$ cat src/rtl/risc_dmem_arbiter.sv
`default_nettype none
// ============================================================================
// Module   : risc_dmem_arbiter
// Brief    : Two-requester round-robin arbiter and single-access sequencer
//            for the RISC-V core data memory. A = core load/store path,
//            B = DMA/debug loader. One access per transaction; out-of-range
//            word addresses are answered with err=1 without touching memory.
// Revision : 1.0 - initial release
// ============================================================================
module risc_dmem_arbiter #(
    parameter int DEPTH_BITS = 6
) (
    input  logic        clk,
    input  logic        rst,

    input  logic        a_req,
    input  logic        a_we,
    input  logic [31:0] a_addr,
    input  logic [31:0] a_wdata,
    output logic        a_ack,
    output logic [31:0] a_rdata,

    input  logic        b_req,
    input  logic        b_we,
    input  logic [31:0] b_addr,
    input  logic [31:0] b_wdata,
    output logic        b_ack,
    output logic [31:0] b_rdata,

    output logic        err,
    output logic        busy,

    output logic [31:0] mem_addr,
    output logic        mem_we,
    output logic [31:0] mem_wdata,
    input  logic [31:0] mem_rdata
);

    typedef enum logic [1:0] {
        ST_IDLE   = 2'd0,
        ST_ACCESS = 2'd1,
        ST_RESP   = 2'd2
    } state_t;

    // Requester identifiers used for r_id and r_last_grant
    localparam logic c_ID_A = 1'b0;
    localparam logic c_ID_B = 1'b1;

    state_t      r_state;
    logic        r_last_grant;
    logic        r_id;
    logic        r_we;
    logic        r_range_err;
    logic [31:0] r_addr;
    logic [31:0] r_wdata;
    logic        r_mem_we;
    logic        r_a_ack;
    logic        r_b_ack;
    logic [31:0] r_a_rdata;
    logic [31:0] r_b_rdata;
    logic        r_err;
    logic        r_busy;

    logic        w_any_req;
    logic        w_pick_b;
    logic        w_sel_we;
    logic [31:0] w_sel_addr;
    logic [31:0] w_sel_wdata;
    logic        w_sel_range_err;
    logic [31:0] w_rd_capture;

    // Winner select: a lone requester wins, a tie goes to whoever was not granted last
    always_comb begin
        w_any_req       = a_req | b_req;
        w_pick_b        = b_req & (~a_req | (r_last_grant == c_ID_A));
        w_sel_we        = w_pick_b ? b_we    : a_we;
        w_sel_addr      = w_pick_b ? b_addr  : a_addr;
        w_sel_wdata     = w_pick_b ? b_wdata : a_wdata;
        w_sel_range_err = |w_sel_addr[31:DEPTH_BITS];
        // Only an in-range read returns memory data; writes and rejects return zero
        w_rd_capture    = (!r_we && !r_range_err) ? mem_rdata : 32'd0;
    end

    // Transaction sequencer: IDLE latches a winner, ACCESS drives memory, RESP acknowledges
    always_ff @(posedge clk or posedge rst) begin
        if (rst) begin
            r_state      <= ST_IDLE;
            r_last_grant <= c_ID_B;
            r_id         <= c_ID_A;
            r_we         <= 1'b0;
            r_range_err  <= 1'b0;
            r_addr       <= 32'd0;
            r_wdata      <= 32'd0;
            r_mem_we     <= 1'b0;
            r_a_ack      <= 1'b0;
            r_b_ack      <= 1'b0;
            r_a_rdata    <= 32'd0;
            r_b_rdata    <= 32'd0;
            r_err        <= 1'b0;
            r_busy       <= 1'b0;
        end else begin
            case (r_state)
                ST_IDLE: begin
                    if (w_any_req) begin
                        r_state      <= ST_ACCESS;
                        r_id         <= w_pick_b;
                        r_last_grant <= w_pick_b;
                        r_we         <= w_sel_we;
                        r_addr       <= w_sel_addr;
                        r_wdata      <= w_sel_wdata;
                        r_range_err  <= w_sel_range_err;
                        // Write strobe is high for exactly the ACCESS cycle, never for a reject
                        r_mem_we     <= w_sel_we & ~w_sel_range_err;
                        r_busy       <= 1'b1;
                    end
                end
                ST_ACCESS: begin
                    r_state   <= ST_RESP;
                    r_mem_we  <= 1'b0;
                    r_err     <= r_range_err;
                    r_a_ack   <= (r_id == c_ID_A);
                    r_b_ack   <= (r_id == c_ID_B);
                    r_a_rdata <= (r_id == c_ID_A) ? w_rd_capture : 32'd0;
                    r_b_rdata <= (r_id == c_ID_B) ? w_rd_capture : 32'd0;
                end
                ST_RESP: begin
                    r_state   <= ST_IDLE;
                    r_a_ack   <= 1'b0;
                    r_b_ack   <= 1'b0;
                    r_a_rdata <= 32'd0;
                    r_b_rdata <= 32'd0;
                    r_err     <= 1'b0;
                    r_busy    <= 1'b0;
                end
                default: begin
                    r_state  <= ST_IDLE;
                    r_mem_we <= 1'b0;
                    r_busy   <= 1'b0;
                end
            endcase
        end
    end

    assign a_ack     = r_a_ack;
    assign a_rdata   = r_a_rdata;
    assign b_ack     = r_b_ack;
    assign b_rdata   = r_b_rdata;
    assign err       = r_err;
    assign busy      = r_busy;
    assign mem_addr  = r_addr;
    assign mem_we    = r_mem_we;
    assign mem_wdata = r_wdata;

endmodule
`default_nettype wire

$ cat config.mk
export PLATFORM = sky130hd
export DESIGN_NAME = risc_dmem_arbiter
export DESIGN_NICKNAME = d
export VERILOG_FILES = /design/src/rtl/risc_dmem_arbiter.sv
export SDC_FILE = /design/constraint.sdc
export NUM_CORES = 1
export LEC_CHECK = 0
export ABC_AREA = 0
export CORE_UTILIZATION = 35
export DETAILED_ROUTE_END_ITERATION = 8
export PLACE_DENSITY = 0.71
export SLEW_MARGIN = 40
export SYNTH_ARGS = -nofsm -noshare
export SYNTH_HDL_FRONTEND = slang
export SYNTH_SLANG_ARGS = --single-unit
$ cat constraint.sdc
create_clock -name clk -period 6.78 [get_ports clk]
set_input_delay 1.356 -clock clk [delete_from_list [all_inputs] [get_ports clk]]
set_output_delay 1.356 -clock clk [all_outputs]
set_load 0.05 [all_outputs]
==> impl_metrics.json <==
{
  "status": "completed",
  "hold_buffers": 0,
  "ant_nets": 0,
  "synth_top_family_by_area": "compound AO/OA/AOI/OAI gates",
  "async_reset_ff_frac": 1.000,
  "drv_slew": 0,
  "setup_ws_ns": 3.516,
  "antenna_found_initial": 0,
  "dieArea_sq_um": 17930,
  "ys_seq_area_frac": 0.5714,
  "cts_resized": 0,
  "worstPathRequired_ns": 7.04,
  "n_antenna_cell": 0,
  "gr-total-overflow": 0,
  "wirelength_microns": 16990,
  "post-dp-hpwl_microns": 12390,
  "timing.final.crit_share": 0.4814,
  "yosysWarnings": 0,
  "die_y_microns": 133.9,
  "syn_avg_cell_area_sq_um": 10.32,
  "path_class": "in2reg",
  "synthesis.nets": 760,
  "synth_common_cells": "dfrtp_1, nand2_1, inv_1, mux2i_1, o22ai_1",
  "post-route-cell-area_sq_um": 9794,
  "synthFlopType": "dfrtp_1",
  "cts_buffers": 17,
  "drt-vias-per-instance": 4.701,
  "cts.clk_slew.worst_paths_ns": 0.06,
  "core_area_sq_um": 16760,
  "drc": 0,
  "startpoint_type": "primary input",
  "synthAdderAreaFrac": 0.008219,
  "end_kind": "flop",
  "p_total_mw": 4.083,
  "synth.top_cell.area_share": 0.5671,
  "yosys.area_share.simple": 0.08691,
  "place_ws_ns": 3.023,
  "powerDensity_nw_per_um2": 416.9,
  "io_buffers": 298,
  "cts_tree": "done",
  "place_area_sq_um": 9176,
  "finalSetupViolCount": 0,
  "rrSetupSlack_ns": 4.55,
  "clock_sinks": 139,
  "die_w_microns": 133.9,
  "fin_nets": 1046,
  "fmax_mhz": 306.4,
  "grt_usage": 0.1998,
  "syn_area_sq_um": 6090,
  "syn_inst": 590,
  "synth.distinct_cells": 31,
  "crit_arrival_ns": 3.52,
  "fin_tns_setup_ns": 0,
  "yosysMostFrequentCell": "dfrtp_1",
  "drive_above_1_share": 0.05512,
  "grt_pass1_wl_microns": 27690,
  "start_util": 0.3633,
  "n_fill_cell": 1495,
  "num_rows": 47,
  "drv_cap": 0,
  "routedWlPerCell_microns": 15.32,
  "io_pins": 299,
  "route.vias.total": 5213,
  "layout_min_cycle_time_ns": 3.264,
  "min_path_type": "reg2reg",
  "post_cts_buffers": 0,
  "initialDrtViolationCount": 244,
  "hold_violations": 0,
  "clk_latency_ns": 0.42,
  "ys_ff_latch": 139,
  "yosys.area.top_type": "dfrtp_1",
  "synthXorXnorAreaFrac": 0,
  "finalWeightedCongestion": 0.7879,
  "rsz0062_at_grt": "no",
  "drt_first_pass_iters": 4,
  "whs_ns": 0.4774,
  "synthMuxAreaShare": 0.1085,
  "skew_ns": 0.006230,
  "htree_levels": 4,
  "synth_edf_count": 0,
  "area_growth_pct": 60.84,
  "root_buffer": "clkbuf_16",
  "ir_drop_v": 0.0003148,
  "grt_max_degree": 87,
  "grt_pass1_vias": 5325,
  "relSlewSlack": 0.5105,
  "p_leak_nw": 4.043,
  "crit_fanout": 82,
  "cts_buffer_depth": 2,
  "tightestPinTransition_ns": 0.7343,
  "synth.area.top_cells": "dfrtp_1, mux2i_1, o22ai_1",
  "synth_compound_area_frac": 0.1360
}
[state kept, by name (all words and copies together) (netlist names)]
name	flops
mem_we	1
a_rdata	32
r_we	1
a_ack	1
err	1
mem_addr	32
mem_wdata	32
r_last_grant	1
busy	1
r_state	2
b_ack	1
r_range_err	1
b_rdata	32
r_id	1
[cells by family after synthesis]
| family | count (synthesis) |
|---|---|
| AO/OA/AOI/OAI | 144 |
| flip-flops | 139 |
| AND/OR/NAND/NOR | 126 |
| buffers and inverters | 111 |
| multiplexers | 66 |
| adder cells (fa/ha/maj) | 4 |
[path summary, 6_finish.rpt]
kind | start | endpoint | cells after the start
setup / recovery | a_req | mem_addr[1]$_DFFE_PP0P_ | 5
hold / removal | mem_wdata[29]$_DFFE_PP0P_ | mem_wdata[29]$_DFFE_PP0P_ | 2
setup reg to reg | r_state[0]$_DFFE_PP0N_ | b_rdata[9]$_DFFE_PP0P_ | 7
hold reg to reg | mem_wdata[29]$_DFFE_PP0P_ | mem_wdata[29]$_DFFE_PP0P_ | 2
max in group asynchronous | rst | mem_wdata[10]$_DFFE_PP0P_ | 3
min in group asynchronous | rst | a_rdata[12]$_DFFE_PP0P_ | 2
[worst max-delay path, cell delays in order]
cell and delay [ns]:
clkdlybuf4s50_1 0.54, o21ai_4 0.54, buf_8 0.26, buf_4 0.58
o21ai_0 0.21
[stage by stage]
stage	cells	util
finish	1109	0.5844
global route	1109	0.5844
CTS	1109	0.5842
detailed placement	1077	0.5475
global placement	1076	0.5466
floorplan	590	-
[cell usage in the layout, fill, tap and decap left out, types with 12 or more instances in the layout]
cell / n
mux2i_1: 66
clkdlybuf4s50_1: 298
o21ai_1: 29
inv_1: 70
clkbuf_16: 17
nand2_1: 101
dfrtp_1: 138
o21ai_0: 40
nor4_1: 12
o22ai_1: 64
[layer usage]
layer  track usage  vias to the layer above  routed length [microns]
li1              -                     2586                        -
met3       0.07029                       27                     1620
met5             0                        -                        0
met1        0.2438                     2382                     6917
met4       0.08649                        0                      377
met2        0.3189                      218                     8075
[report_power, final]
part	internal, mW	switching (mW)	total [mW]	leakage (nW)
registers	1.05	0.119	1.17	1.81
clock network	0.586	0.380	0.966	0.293
logic	0.626	1.32	1.95	1.94
total	2.26	1.82	4.08	4.04
[area by class of cell]
cell class | count | area, sq um | share of cell area
multi-input cells | 340 | 2092 | 0.2136
well taps | 220 | 275.3 | 0.02810
repair buffers | 307 | 3058 | 0.3122
clock buffers | 17 | 425.4 | 0.04343
flip-flops and latches | 139 | 3480 | 0.3553
clock inverters | 15 | 190.2 | 0.01942
inverters | 71 | 274.0 | 0.02798
No activity file was read; power rests on OpenSTA's default activity.
